**src/rtl/frequency_divider.sv**
```systemverilog
// frequency_divider: measures the period of InFreq in ref_f cycles and
// regenerates it on outFreq with the period multiplied by 2^n.
module frequency_divider #(
  parameter int PW   = 16,
  parameter int NMAX = 8
) (
  input  logic       ref_f,
  input  logic       rst,
  input  logic       InFreq,
  input  logic       start,
  input  logic       stop,
  input  logic [3:0] n,
  output logic       outFreq,
  output logic       busy,
  output logic       locked,
  output logic       overflow
);

  localparam int TW = PW + NMAX;
  localparam logic [3:0] NQMAX = 4'(NMAX);

  typedef enum logic [2:0] {
    S_IDLE,
    S_ARM,
    S_MEAS,
    S_LOAD,
    S_RUN
  } state_t;

  state_t          r_state;
  logic            r_s1;
  logic            r_s2;
  logic            r_s3;
  logic [PW-1:0]   r_cnt;
  logic [PW-1:0]   r_p;
  logic [3:0]      r_nq;
  logic [TW-1:0]   r_ph;
  logic            r_out;
  logic            r_busy;
  logic            r_locked;
  logic            r_ovf;

  logic            w_rise;
  logic            w_cnt_max;
  logic [3:0]      w_nq;
  logic [TW-1:0]   w_t;
  logic [TW-1:0]   w_hi;
  logic [TW-1:0]   w_lo;

  always_ff @(posedge ref_f) begin
    if (rst) begin
      r_s1 <= 1'b0;
      r_s2 <= 1'b0;
      r_s3 <= 1'b0;
    end else begin
      r_s1 <= InFreq;
      r_s2 <= r_s1;
      r_s3 <= r_s2;
    end
  end

  assign w_rise    = r_s2 & ~r_s3;
  assign w_cnt_max = (r_cnt == '1);
  assign w_nq      = (n > NQMAX) ? NQMAX : n;

  // Full-width shift; odd T puts the extra cycle in the low phase.
  assign w_t  = TW'(r_p) << r_nq;
  assign w_hi = w_t >> 1;
  assign w_lo = w_t - w_hi;

  always_ff @(posedge ref_f) begin
    if (rst) begin
      r_state  <= S_IDLE;
      r_cnt    <= '0;
      r_p      <= '0;
      r_nq     <= '0;
      r_ph     <= '0;
      r_out    <= 1'b0;
      r_busy   <= 1'b0;
      r_locked <= 1'b0;
      r_ovf    <= 1'b0;
    end else if (stop) begin
      r_state  <= S_IDLE;
      r_out    <= 1'b0;
      r_busy   <= 1'b0;
      r_locked <= 1'b0;
    end else if (start) begin
      r_state  <= S_ARM;
      r_nq     <= w_nq;
      r_ovf    <= 1'b0;
      r_out    <= 1'b0;
      r_busy   <= 1'b1;
      r_locked <= 1'b0;
    end else begin
      case (r_state)
        S_IDLE: begin
          r_out    <= 1'b0;
          r_busy   <= 1'b0;
          r_locked <= 1'b0;
        end
        S_ARM: begin
          if (w_rise) begin
            r_cnt   <= PW'(1);
            r_state <= S_MEAS;
          end
        end
        S_MEAS: begin
          if (w_rise) begin
            r_p     <= r_cnt;
            r_state <= S_LOAD;
          end else if (w_cnt_max) begin
            r_ovf   <= 1'b1;
            r_busy  <= 1'b0;
            r_state <= S_IDLE;
          end else begin
            r_cnt <= r_cnt + PW'(1);
          end
        end
        S_LOAD: begin
          r_ph     <= w_hi;
          r_out    <= 1'b1;
          r_busy   <= 1'b0;
          r_locked <= 1'b1;
          r_state  <= S_RUN;
        end
        S_RUN: begin
          // Reload on the toggling edge so phases abut with no gap.
          if (r_ph == TW'(1)) begin
            r_out <= ~r_out;
            r_ph  <= r_out ? w_lo : w_hi;
          end else begin
            r_ph <= r_ph - TW'(1);
          end
        end
        default: r_state <= S_IDLE;
      endcase
    end
  end

  assign outFreq  = r_out;
  assign busy     = r_busy;
  assign locked   = r_locked;
  assign overflow = r_ovf;

endmodule
```
**config.mk**
```make
export PLATFORM = sky130hd
export DESIGN_NAME = frequency_divider
export DESIGN_NICKNAME = d
export VERILOG_FILES = /design/src/rtl/frequency_divider.sv
export SDC_FILE = /design/constraint.sdc
export NUM_CORES = 1
export LEC_CHECK = 0
export CAP_MARGIN = 20
export CORE_MARGIN = 2
export CORE_UTILIZATION = 50
export CTS_BUF_LIST = sky130_fd_sc_hd__clkbuf_2 sky130_fd_sc_hd__clkbuf_4 sky130_fd_sc_hd__clkbuf_8
export DETAILED_ROUTE_END_ITERATION = 8
export PLACE_DENSITY_LB_ADDON = 0.25
export RECOVER_POWER = 100
export SYNTH_ARGS = -nofsm -noshare
export SYNTH_HDL_FRONTEND = slang
export SYNTH_SLANG_ARGS = --single-unit
```
**constraint.sdc**
```tcl
create_clock -name ref_f -period 3.99 [get_ports ref_f]
set_input_delay 0.5985 -clock ref_f [delete_from_list [all_inputs] [get_ports ref_f]]
set_output_delay 0.5985 -clock ref_f [all_outputs]
set_load 0.02 [all_outputs]
```
# Word-level counts from Yosys, hierarchy flattened
# Index checks and enable logic that the tools add are counted.
# word_totals
ff_bits	70
word_cells	86
in_bits	9
output_inout_bits	4
# op_classes
n_addsub	3
order_cmp	1
n_shift	1
n_reduce_logical	21
eq_ne	17
bitwise_logic	6
n_mux	24
# ops
operator	count
16-bit 2-to-1 mux	3
24-bit 2-to-1 mux	2
24-bit one-hot mux with 2 select lines	1
16-bit one-hot mux with 2 select lines	1
24-bit by 1-bit equality test with 1-bit output, second input constant	1
16-bit by 4-bit left shift with 24-bit output	1
24-bit by 1-bit subtractor with 24-bit output, second input constant	1
24-bit by 23-bit subtractor with 24-bit output	1
16-bit by 1-bit adder with 16-bit output, second input constant	1
16-bit equality test, second input constant	1
3-bit inequality test, second input constant	4
3-bit one-hot mux with 4 select lines	1
3-bit AND reduction	4
2-bit inequality test, second input constant	5
2-bit nonzero test	5
1-bit 2-to-1 mux	9
3-bit 2-to-1 mux	3
4-bit AND reduction	2
3-bit by 2-bit equality test with 1-bit output, second input constant	2
6-bit AND reduction	1
3-bit nonzero test	2
2-bit OR reduction	3
1-bit NOT	5
4-bit > comparator, second input constant	1
other kinds (11)	13

# Longest topological paths before layout
# Gate-level depths: netlist (run 1).
# logic_depth
ltp_word	5
mapped_depth	21
ltp_nobuf	18

# Least setup slack after synthesis (run 1)
# No wires, ideal clock.
# synth_path
path_type	register to register
start	reg r_nq[1]
end	reg r_ph[20]
t_arrival_ps	3983
path_buffers	4
synth_period_minus_slack_ps	4100
path_slack_ps	-110
path_stages_with_launch	21
cell_sequence	dfxtp_1 buf_2 buf_2 buf_1 mux2i_1 mux2i_1 mux2i_1 nor2_1 a21oi_1 ha_1 clkbuf_1 a21o_1 a21o_1 a21o_1 a21o_1 a21oi_1 o21ai_0 a2111o_1 a21o_1 a31oi_1 nor2_1
# synth_between
elab_chain_cells	5
# synth_rtl
item	line	rtl
from (decl)	36	logic [3:0] r_nq;
from (signal assigned)	89	r_nq <= w_nq;
16-bit by 4-bit left shift with 24-bit output (*)	67	assign w_t = TW'(r_p) << r_nq;
24-bit by 23-bit subtractor with 24-bit output	69	assign w_lo = w_t - w_hi;
24-bit 2-to-1 mux	130	r_ph <= r_out ? w_lo : w_hi;
24-bit 2-to-1 mux	128	if (r_ph == TW'(1)) begin
24-bit one-hot mux with 2 select lines (*)	95	case (r_state)
to (signal assigned)	120	r_ph <= w_hi;
to (signal assigned)	130	
to (signal assigned)	132	r_ph <= r_ph - TW'(1);
to (decl)	37	logic [TW-1:0] r_ph;
# Mark *: on every way between the ends. The rest lies on a longest branch, timed or not.
# A chain may end at the register's enable or synchronous reset.

# Final worst setup path (run 1)
# layout_path
start	reg r_p[1]
end	reg r_ph[21]
# layout_between
elab_chain_cells	5
# layout_rtl
item	line	rtl
from (decl)	35	logic [PW-1:0] r_p;
from (signal assigned)	109	r_p <= r_cnt;
16-bit by 4-bit left shift with 24-bit output (*)	67	
24-bit by 23-bit subtractor with 24-bit output	69	
24-bit 2-to-1 mux	130	
24-bit 2-to-1 mux	128	
24-bit one-hot mux with 2 select lines (*)	95	
# Marks and branches as above.

==> flow_summary.yaml, run 1 <==
hold_path:
  worstHoldPathType: "flip-flop to flip-flop"
  hold_depth: 1
floorplan:
  initial_core_util: 0.5129
  fp.dieW_um: 112.2
  io_pins: 13
  coreArea_um2: 11420
  die_h_um: 112.2
  dieArea_um2: 12600
  fp-row-count: 39
detailed_routing:
  viasPerCell: 6.263
  ant_nets: 0
  drt-initial-drc-count: 771
  drcViolationCount: 0
  routed_wl_mm: 17.94
  via_count: 6150
  dr.pass1.iters: 6
  avgRoutedWirePerCell_um: 18.27
power:
  p_total_uw: 1547
  leakage_uw: 0.002525
  ir_worst_vdd_mv: 0.2571
  power_density_nw_per_um2: 241.1
timing:
  relSlewSlack: 0.3280
  worst_pin_slew_ns: 1.008
  grt_setup_unrepaired: "yes"
  setup_tns_ns: 0
  report.final.slew_viol_count: 0
  layout_min_cycle_time_ns: 3.837
  hold_viol: 0
  fmaxAchievable_mhz: 260.6
  setup_viol: 0
  fin_skew_ns: 0.01241
  period_share: 0.9617
  hold_ws_ns: 0.4597
clock_network:
  clkSinkCount: 70
  htreeDepth: 3
  clockBufferDepth: 2
  root_buffer: "clkbuf_8"
  cts_buffers: 9
  cts_setup_buffers: 0
  cts_tree: "done"
  clkLatencyLatePin_ns: 0.36
  clk_pin_slew_ns: 0.09
place:
  dp_hpwl_mm: 13.38
  port_buffers: 12
  routabilityCongestion: 0.9715
  dpl-instance-area_um2: 6191
logic_synthesis:
  synth-seq-cells: 70
  synthesis.nets: 865
  yosysTopAreaCell: "dfxtp_1"
  synth_top_area_share: 0.2393
  synth.area.top_cells: "dfxtp_1 24%, a21oi_1 7.8%, nand2_1 7.2%"
  yosysSeqAreaShare: 0.2393
  synth-warning-count: 0
  synth-async-reset-ratio: 0
  syn_area_um2: 5857
  synth_cells: 834
  synth_enable_flop_cells: 0
  avgSynthCellArea_um2: 7.023
  synth_flop_cell: "dfxtp_1"
  synth.distinct_cells: 63
layout:
  multi_input_comb_area_um2: 4149
  diodes: 0
  finish.utilization: 0.5620
  layout.nets: 865
  drive_above_1_share: 0.09297
  num-fill-cells: 1127
  area_growth_pct: 9.571
  fin_area_um2: 6417
  seqCellArea_um2: 1405
run_status:
  status: "complete, no violations"
global_route:
  grt_pass1_vias: 5601
  grt_pass1_wl_mm: 28.94
  grt_usage: 0.2820
  grt_max_degree: 54
  grt_antenna_before_repair: 0
  overflow: 0
critical_path:
  rrSetupSlack_ns: 0.15
  worstSetupEndpoint: "r_ph[21]$_SDFFE_PP0P_"
  r2r_end: "r_ph[21]$_SDFFE_PP0P_"
  cp-end-kind: "flip-flop"
  critPathLaunchType: "flip-flop"
  arrival_ns: 4.12
  setup.worst_path.start: "r_p[1]$_SDFFE_PP0P_"
  worst-setup-path-type: "flip-flop to flip-flop"
  cp_max_fo: 10
  reg2reg_from: "r_p[1]$_SDFFE_PP0P_"
  ff2ff_path_depth: 14
  critPathRequiredTime_ns: 4.27
flow_run:
  drv_cap: 0
through the flow:
step | std cells | worst slack (ns)
after CTS | 982 | 0.01381
after detailed placement | 966 | 0.03448
after global placement | 966 | 0.1204
after global routing | 982 | -0.05785
final | 982 | 0.1527
after floorplan | 834 | 0.02245
cells by family after synthesis:
logic type | synth area share
xor gates and xnor gates | 0.05533
adders and majority gates | 0.04700
buffers and inverters | 0.05768
and+or+nand+nor | 0.2666
DFF | 0.2393
AOI/OAI and AO/OA | 0.2645
muxes | 0.06964
worst min-delay path by stage:
stage,from,end
final,r_s1$_SDFF_PP0_,r_s2$_SDFF_PP0_
after global routing,r_s1$_SDFF_PP0_,r_s2$_SDFF_PP0_
after CTS,r_s1$_SDFF_PP0_,r_s2$_SDFF_PP0_
after detailed placement,r_s1$_SDFF_PP0_,r_s2$_SDFF_PP0_
after global placement,r_s1$_SDFF_PP0_,r_s2$_SDFF_PP0_
after floorplan,r_s1$_SDFF_PP0_,r_s2$_SDFF_PP0_
cell usage after synthesis (5+ instances only):
library cell    n
nand2_1       112
a21oi_1        91
nor2_1         83
dfxtp_1        70
o21ai_0        61
clkbuf_1       39
inv_1          30
nor3_1         29
mux2i_1        25
nand3_1        24
ha_1           22
xnor2_1        21
a21o_1         20
xor2_1         16
nor2b_1        13
a31oi_1        12
or3_1          11
and3_1          9
nand4_1         9
o22ai_1         8
or2_2           8
a22oi_1         7
buf_2           7
nand2b_1        7
nor4_1          7
o211ai_1        7
buf_1           6
mux2_2          6
nand3b_1        5
registers in the layout, summed over array words and instances, names as in the netlist:
| register | cells |
|---|---|
| r_ph | 24 |
| r_cnt | 16 |
| r_p | 16 |
| r_nq | 4 |
| r_state | 3 |
| busy | 1 |
| locked | 1 |
| outFreq | 1 |
| overflow | 1 |
| r_s1 | 1 |
| r_s2 | 1 |
| r_s3 | 1 |
routing by layer:
layer  vias to the layer above  routed length (um)  global-route usage
li1                       2976                   -                   -
met1                      2837                8222              0.4147
met2                       306                7681              0.4221
met3                        31                1737             0.05832
met4                         0                 299             0.07236
met5                         -                   0                   0
placed cells by master, fill, tap and decap left out, types with 5 or more instances in the layout:
cell,netlist,layout
a22oi_1,7,7
nand3_1,24,24
nand2b_1,7,7
clkbuf_8,0,9
nor4_1,7,7
nor2_1,83,82
ha_1,22,22
or2_2,8,8
nand4_1,9,9
xor2_1,16,16
mux2i_1,25,25
nand2_1,112,112
nor2b_1,13,13
or3_1,11,11
o211ai_1,7,7
a21oi_1,91,88
xnor2_1,21,21
a21o_1,20,20
o22ai_1,8,8
nand3b_1,5,5
inv_1,30,30
buf_4,0,27
and3_1,9,9
o21ai_0,61,56
clkdlybuf4s50_1,0,7
a31oi_1,12,12
mux2_2,6,6
dfxtp_1,70,69
nor3_1,29,29
final cells by class:
class / instances / area share
Clock buffer: 10 / 0.02047
Clock inverter: 6 / 0.01111
Inverter: 30 / 0.01755
Multi-Input combinational cell: 679 / 0.6465
Sequential cell: 70 / 0.2190
Tap cell: 143 / 0.02788
Timing Repair Buffer: 44 / 0.05752
critical path: stages, from the launching register on:
cell and delay [ns]:
dfxtp_1 0.42, mux4_2 0.57, a22oi_1 0.19, and2_1 0.25
inv_1 0.13, ha_1 0.36, inv_1 0.12, o31a_1 0.29
a41oi_1 0.27, a31oi_4 0.09, o31ai_4 0.35, a211oi_2 0.13
xor2_1 0.16, a211o_1 0.29, a21oi_1 0.13
report_power, final:
part / switching (uW) / internal (uW) / total [uW]
registers: 3.79 / 701 / 705
clock network: 288 / 300 / 588
logic: 150 / 104 / 254
total: 442 / 1110 / 1550
repair_timing:
item | in CTS | in global routing
resized for setup | 0 | 15
hold buffers | 0 | 0
endpoints found under the setup margin | 0 | 13
Note: power is estimated with default switching activity, not from simulation.
==> run 2: changes to the inputs <==
==> constraint.sdc (replaced) <==
create_clock -name ref_f -period 4.38 [get_ports ref_f]
set_input_delay 0.657 -clock ref_f [delete_from_list [all_inputs] [get_ports ref_f]]
set_output_delay 0.657 -clock ref_f [all_outputs]
set_load 0.01 [all_outputs]
==> run 2 against run 1 <==
Routed wire length fell by 4.5%. Clock skew fell by 0.00065 ns. Clock power barely moved. Final area fell by 2.3%. Power fell by 5.9%. Sequential share of layout area rose by 0.50 points. Sequential power fell by 8.5%. Non-clock buffer count fell by 15. Critical endpoint is now r_ph[12]$_SDFFE_PP0P_.
==> flow_summary.yaml, run 2 (synthesis gave the netlist of run 1 again) <==
run_status:
  status: "complete, no violations"
timing:
  layout_min_cycle_time_ns: 4.106
  relSlewSlack: 0.3140
  fin_skew_ns: 0.01176
  worst_pin_slew_ns: 1.029
  setup_viol: 0
  setup_tns_ns: 0
  report.final.slew_viol_count: 0
  worst_slack_ns: 0.2742
  grt_setup_unrepaired: "no"
  hold_viol: 0
  fmaxAchievable_mhz: 243.6
  period_share: 0.9374
power:
  leakage_uw: 0.002468
  p_int_uw: 1071
  power_density_nw_per_um2: 232.2
  combPwrFrac: 0.151
  net-switching-power_uw: 385.1
  clkPwrFrac: 0.406
  p_sw_frac: 0.2646
  p_seq_frac: 0.443
  ir_worst_vdd_mv: 0.3023
clock_network:
  htreeDepth: 3
  clkSinkCount: 70
  clk_pin_slew_ns: 0.08
  clkLatencyLatePin_ns: 0.36
  root_buffer: "clkbuf_8"
  cts_setup_buffers: 0
  cts_tree: "done"
  cts_buffers: 9
  clockBufferDepth: 2
place:
  pre_cts_slack_ns: 0.1716
  dpl.cell_count: 951
  routabilityCongestion: 0.9886
  port_buffers: 12
  dp_hpwl_mm: 12.87
critical_path:
  critical_path.max_stage_delay_ns: 0.49
  crit_family: "compound AO/OA/AOI/OAI gates"
  cp_max_fo: 17
  cp-end-kind: "flip-flop"
  critPathSlowestCell: "o31ai_1"
  arrival_ns: 4.30
  critPathLaunchType: "flip-flop"
  critPathBufInv: 1
  worst-setup-path-type: "flip-flop to flip-flop"
  critPathRequiredTime_ns: 4.58
  crit_chain: "buf_4 > mux4_2 > mux2i_1 > or2_2 > ha_1 > nand3_1 > a311oi_1 > o21ai_0 > o31ai_1 > a31oi_1 > xnor2_1 > a21oi_1 > nor3_1"
floorplan:
  fp-row-count: 39
  coreArea_um2: 11420
  fp.dieW_um: 112.2
  io_pins: 13
  die_h_um: 112.2
  dieArea_um2: 12600
  initial_core_util: 0.5129
layout:
  layout_commonest_cell: "nand2_1"
  reg_top3: "r_ph (24), r_cnt (16), r_p (16)"
  final_cell_mix: "113 x nand2_1, 91 x a21oi_1, 83 x nor2_1, 68 x dfxtp_1, 62 x o21ai_0"
  area_growth_pct: 7.028
  regMostFlops: "r_ph"
  diodes: 0
  layout.nets: 850
  drive_above_1_share: 0.06917
  stdcell_count: 967
  num-fill-cells: 1139
  finish.utilization: 0.5490
  largest_register_ffs: 24
global_route:
  grt_pass1_wl_mm: 28.50
  grt_usage: 0.2747
  overflow: 0
  grt_max_degree: 54
  grt_antenna_before_repair: 0
  grt_pass1_vias: 5598
detailed_routing:
  avgRoutedWirePerCell_um: 17.72
  ant_nets: 0
  dr.pass1.iters: 6
  via_count: 6044
  drt-initial-drc-count: 539
  viasPerCell: 6.250
  drcViolationCount: 0
  routed_wl_mm: 17.14
hold_path:
  worstHoldPathType: "flip-flop to flip-flop"
flow_run:
  drv_cap: 0
## run 2: changes by cell type in the layout (fill, tap and decap cells not counted), moves of 3 or more
cell,delta
a21oi_1,+3
a21oi_2,-3
o21ai_0,+6
buf_4,-12
o21ai_1,-4
## run 2: worst reg2reg max path, stage by stage (launching register included)
cell and delay, ns:
dfxtp_2 0.45, buf_4 0.29, mux4_2 0.33, mux2i_1 0.15, or2_2 0.37, ha_1 0.41
nand3_1 0.11, a311oi_1 0.36, o21ai_0 0.26, o31ai_1 0.49, a31oi_1 0.21, xnor2_1 0.19
a21oi_1 0.25, nor3_1 0.07
## run 2: repair_timing
action / CTS / global route
hold buffers: 0 / 0
endpoints found under the setup margin: 0 / 10
resized for setup: 0 / 3
## run 2: power by group through the flow
| stage | sequential (uW) | clock, uW | combinational, uW |
|---|---|---|---|
| final | 645 | 591 | 220 |
| after global placement | 659 | 0 | 210 |
| after CTS | 645 | 601 | 213 |
| after detailed placement | 659 | 0 | 211 |
| after floorplan | 656 | 0 | 162 |
| after global routing | 646 | 628 | 238 |
## run 2: layer usage
metal	wire [um]	track usage	vias up
met2	7439	0.4092	257
met3	1488	0.05022	28
met5	0	0	-
met1	7816	0.3953	2796
met4	396	0.1057	0
li1	-	-	2963
## run 2: final cells by class
cell class / count / area, um2 / share of cell area
timing repair buffer: 29 / 236.5 / 0.03772
clock inverter: 5 / 81.33 / 0.01297
tap: 143 / 178.9 / 0.02854
clock buffer: 11 / 145.1 / 0.02315
sequential: 70 / 1404 / 0.2240
inverter: 30 / 112.6 / 0.01796
multi-input combinational: 679 / 4110 / 0.6557
## run 2: worst paths after layout
path                                            from                     to  slack (ns)  cells after the start
worst max-delay path            r_nq[1]$_SDFFE_PP0P_  r_ph[12]$_SDFFE_PP0P_        0.27                     13
worst min register to register       r_s1$_SDFF_PP0_        r_s2$_SDFF_PP0_        0.46                      1
worst max register to register  r_nq[1]$_SDFFE_PP0P_  r_ph[12]$_SDFFE_PP0P_        0.27                     13
worst min-delay path                 r_s1$_SDFF_PP0_        r_s2$_SDFF_PP0_        0.46                      1
## run 2: through the flow
stage	total power, uW	hold slack [ns]	cell area, um2
after floorplan	818.1	0.4138	5857
after global placement	868.8	0.4284	6053
after detailed placement	870.6	0.4462	6053
after CTS	1459	0.4632	6280
after global routing	1512	0.4686	6269
final	1456	0.4564	6269
==> run 3: changes to the inputs <==
==> constraint.sdc (replaced) <==
create_clock -name ref_f -period 5.2 [get_ports ref_f]
set_input_delay 0.78 -clock ref_f [delete_from_list [all_inputs] [get_ports ref_f]]
set_output_delay 0.78 -clock ref_f [all_outputs]
set_load 0.01 [all_outputs]
==> run 3 against run 2 <==
The run now ends with max-capacitance violations, max-slew violations left. Flip-flop and latch count unchanged. Global-route usage rose by 0.71 points. Register-to-register slack better by 0.27 ns. Critical path depth up 3. Die area unchanged. Clock power decreased by 23%. Critical endpoint is now r_ph[22]$_SDFFE_PP0P_. Count of clock-buffer cells in the layout decreased by 1. Clock skew is essentially flat. Routed wire length is 3.3% higher. Final area is 0.92% lower. Worst hold slack got worse by 0.0036 ns.
==> flow_summary.yaml, run 3 (synthesis gave the netlist of run 1 again) <==
detailed_routing:
  avgRoutedWirePerCell_um: 18.41
  dr.pass1.iters: 6
  ant_nets: 0
  drcViolationCount: 0
  via_count: 6127
  viasPerCell: 6.369
  routed_wl_mm: 17.71
  drt-initial-drc-count: 643
timing:
  fmaxAchievable_mhz: 214.7
  period_share: 0.8959
  setup_tns_ns: 0
  relSlewSlack: -0.6471
  grt_setup_unrepaired: "no"
  worst_pin_slew_ns: 2.471
  setup_viol: 0
  fin_skew_ns: 0.01151
  hold_viol: 0
  report.final.slew_viol_count: 54
  layout_min_cycle_time_ns: 4.659
global_route:
  grtUsageMet1: 0.4080
  overflow: 0
  grt_max_degree: 54
  grt_pass1_wl_mm: 29.03
  grt_pass1_vias: 5722
  grtUsageMet2: 0.4213
  grt_usage: 0.2818
  grt.busiest_layer: "met2"
  use_met3: 0.04752
  grt_antenna_before_repair: 0
hold_path:
  hp-start: "r_s1$_SDFF_PP0_"
  hold_depth: 1
  worstHoldPathType: "flip-flop to flip-flop"
  min_to: "r_s2$_SDFF_PP0_"
critical_path:
  reg2reg_from: "r_nq[1]$_SDFFE_PP0P_"
  rrSetupSlack_ns: 0.54
  r2r_end: "r_ph[22]$_SDFFE_PP0P_"
  critPathRequiredTime_ns: 5.42
  cp_max_fo: 19
  cp-end-kind: "flip-flop"
  critPathLaunchType: "flip-flop"
  worst-setup-path-type: "flip-flop to flip-flop"
  ff2ff_path_depth: 16
  arrival_ns: 4.88
floorplan:
  coreArea_um2: 11420
  die_h_um: 112.2
  fp.dieW_um: 112.2
  fp-row-count: 39
  initial_core_util: 0.5129
  dieArea_um2: 12600
  io_pins: 13
power:
  leakage_uw: 0.002427
  p_total_uw: 1185
  ir_worst_vdd_mv: 0.2259
  power_density_nw_per_um2: 190.9
place:
  port_buffers: 12
  dp_hpwl_mm: 13.14
  routabilityCongestion: 0.9369
  dpl.cell_count: 946
layout:
  stdcell_count: 962
  num-fill-cells: 1112
  layout_commonest_cell: "nand2_1"
  final_cell_mix: "113 x nand2_1, 91 x a21oi_1, 83 x nor2_1, 70 x dfxtp_1, 62 x o21ai_0"
  finish.utilization: 0.5439
  regMostFlops: "r_ph"
  diodes: 0
  area_growth_pct: 6.046
  drive_above_1_share: 0.05983
  largest_register_ffs: 24
  layout.nets: 845
  reg_top3: "r_ph (24), r_cnt (16), r_p (16)"
clock_network:
  htreeDepth: 3
  cts_tree: "done"
  clockBufferDepth: 2
  clkSinkCount: 70
  clk_pin_slew_ns: 0.09
  root_buffer: "clkbuf_8"
  cts_buffers: 9
  clkLatencyLatePin_ns: 0.35
  cts_resized: 0
  cts_setup_buffers: 0
  hold_buffers: 0
run_status:
  status: "complete, but fails checks"
  violations: "max-capacitance violations, max-slew violations"
flow_run:
  drv_cap: 1
==> run 3: worst max path at each step <==
| stage | cells past startpoint | slack (ns) | end | from |
|---|---|---|---|---|
| floorplan | 20 | 1.10 | r_ph[20]$_SDFFE_PP0P_ | r_nq[1]$_SDFFE_PP0P_ |
| global placement | 15 | 0.86 | r_ph[20]$_SDFFE_PP0P_ | r_nq[0]$_SDFFE_PP0P_ |
| detailed placement | 15 | 0.68 | r_ph[20]$_SDFFE_PP0P_ | r_nq[0]$_SDFFE_PP0P_ |
| CTS | 15 | 0.67 | r_ph[20]$_SDFFE_PP0P_ | r_nq[0]$_SDFFE_PP0P_ |
| global route | 14 | 0.17 | r_ph[15]$_SDFFE_PP0P_ | r_nq[0]$_SDFFE_PP0P_ |
| finish | 16 | 0.54 | r_ph[22]$_SDFFE_PP0P_ | r_nq[1]$_SDFFE_PP0P_ |
==> run 3: layer usage <==
layer	vias to the layer above	wire, um	part of all wire
met5	-	0	0
met4	0	365	0.021
met3	34	1603	0.091
met2	288	7808	0.44
li1	2944	-	-
met1	2861	7931	0.45
==> run 3: through the flow <==
stage	hold slack, ns	worst slack (ns)	cell area, um2
final	0.4528	0.5414	6211
after global routing	0.4628	0.1674	6211
after global placement	0.4277	0.8596	6025
after floorplan	0.4138	1.100	5857
after detailed placement	0.4417	0.6821	6025
after CTS	0.4553	0.6664	6231
==> run 3: area by class of cell <==
| cell class | count | area (um2) | share of cell area |
|---|---|---|---|
| Clock inverter | 6 | 68.82 | 0.01108 |
| Sequential cell | 70 | 1401 | 0.2256 |
| Multi-Input combinational cell | 679 | 4115 | 0.6626 |
| Tap cell | 143 | 178.9 | 0.02881 |
| Clock buffer | 10 | 137.6 | 0.02216 |
| Inverter | 30 | 112.6 | 0.01813 |
| Timing Repair Buffer | 24 | 196.4 | 0.03163 |
==> run 3: critical path, cell delays in order, from the launching register on <==
cell	delay, ns
dfxtp_1	0.65
buf_4	0.36
mux2i_1	0.27
nand2_1	0.07
o21ai_0	0.16
o21ai_0	0.16
o21ai_0	0.53
inv_1	0.15
ha_1	0.42
a21o_1	0.19
a21o_1	0.19
nor3_1	0.20
a21oi_1	0.14
a311oi_1	0.39
xnor2_1	0.17
nand3_1	0.11
a221oi_1	0.36
==> run 3: where the power goes <==
part           switching [uW]  internal, uW
Combinational             110          73.5
Clock                     221           237
Sequential               5.29           538
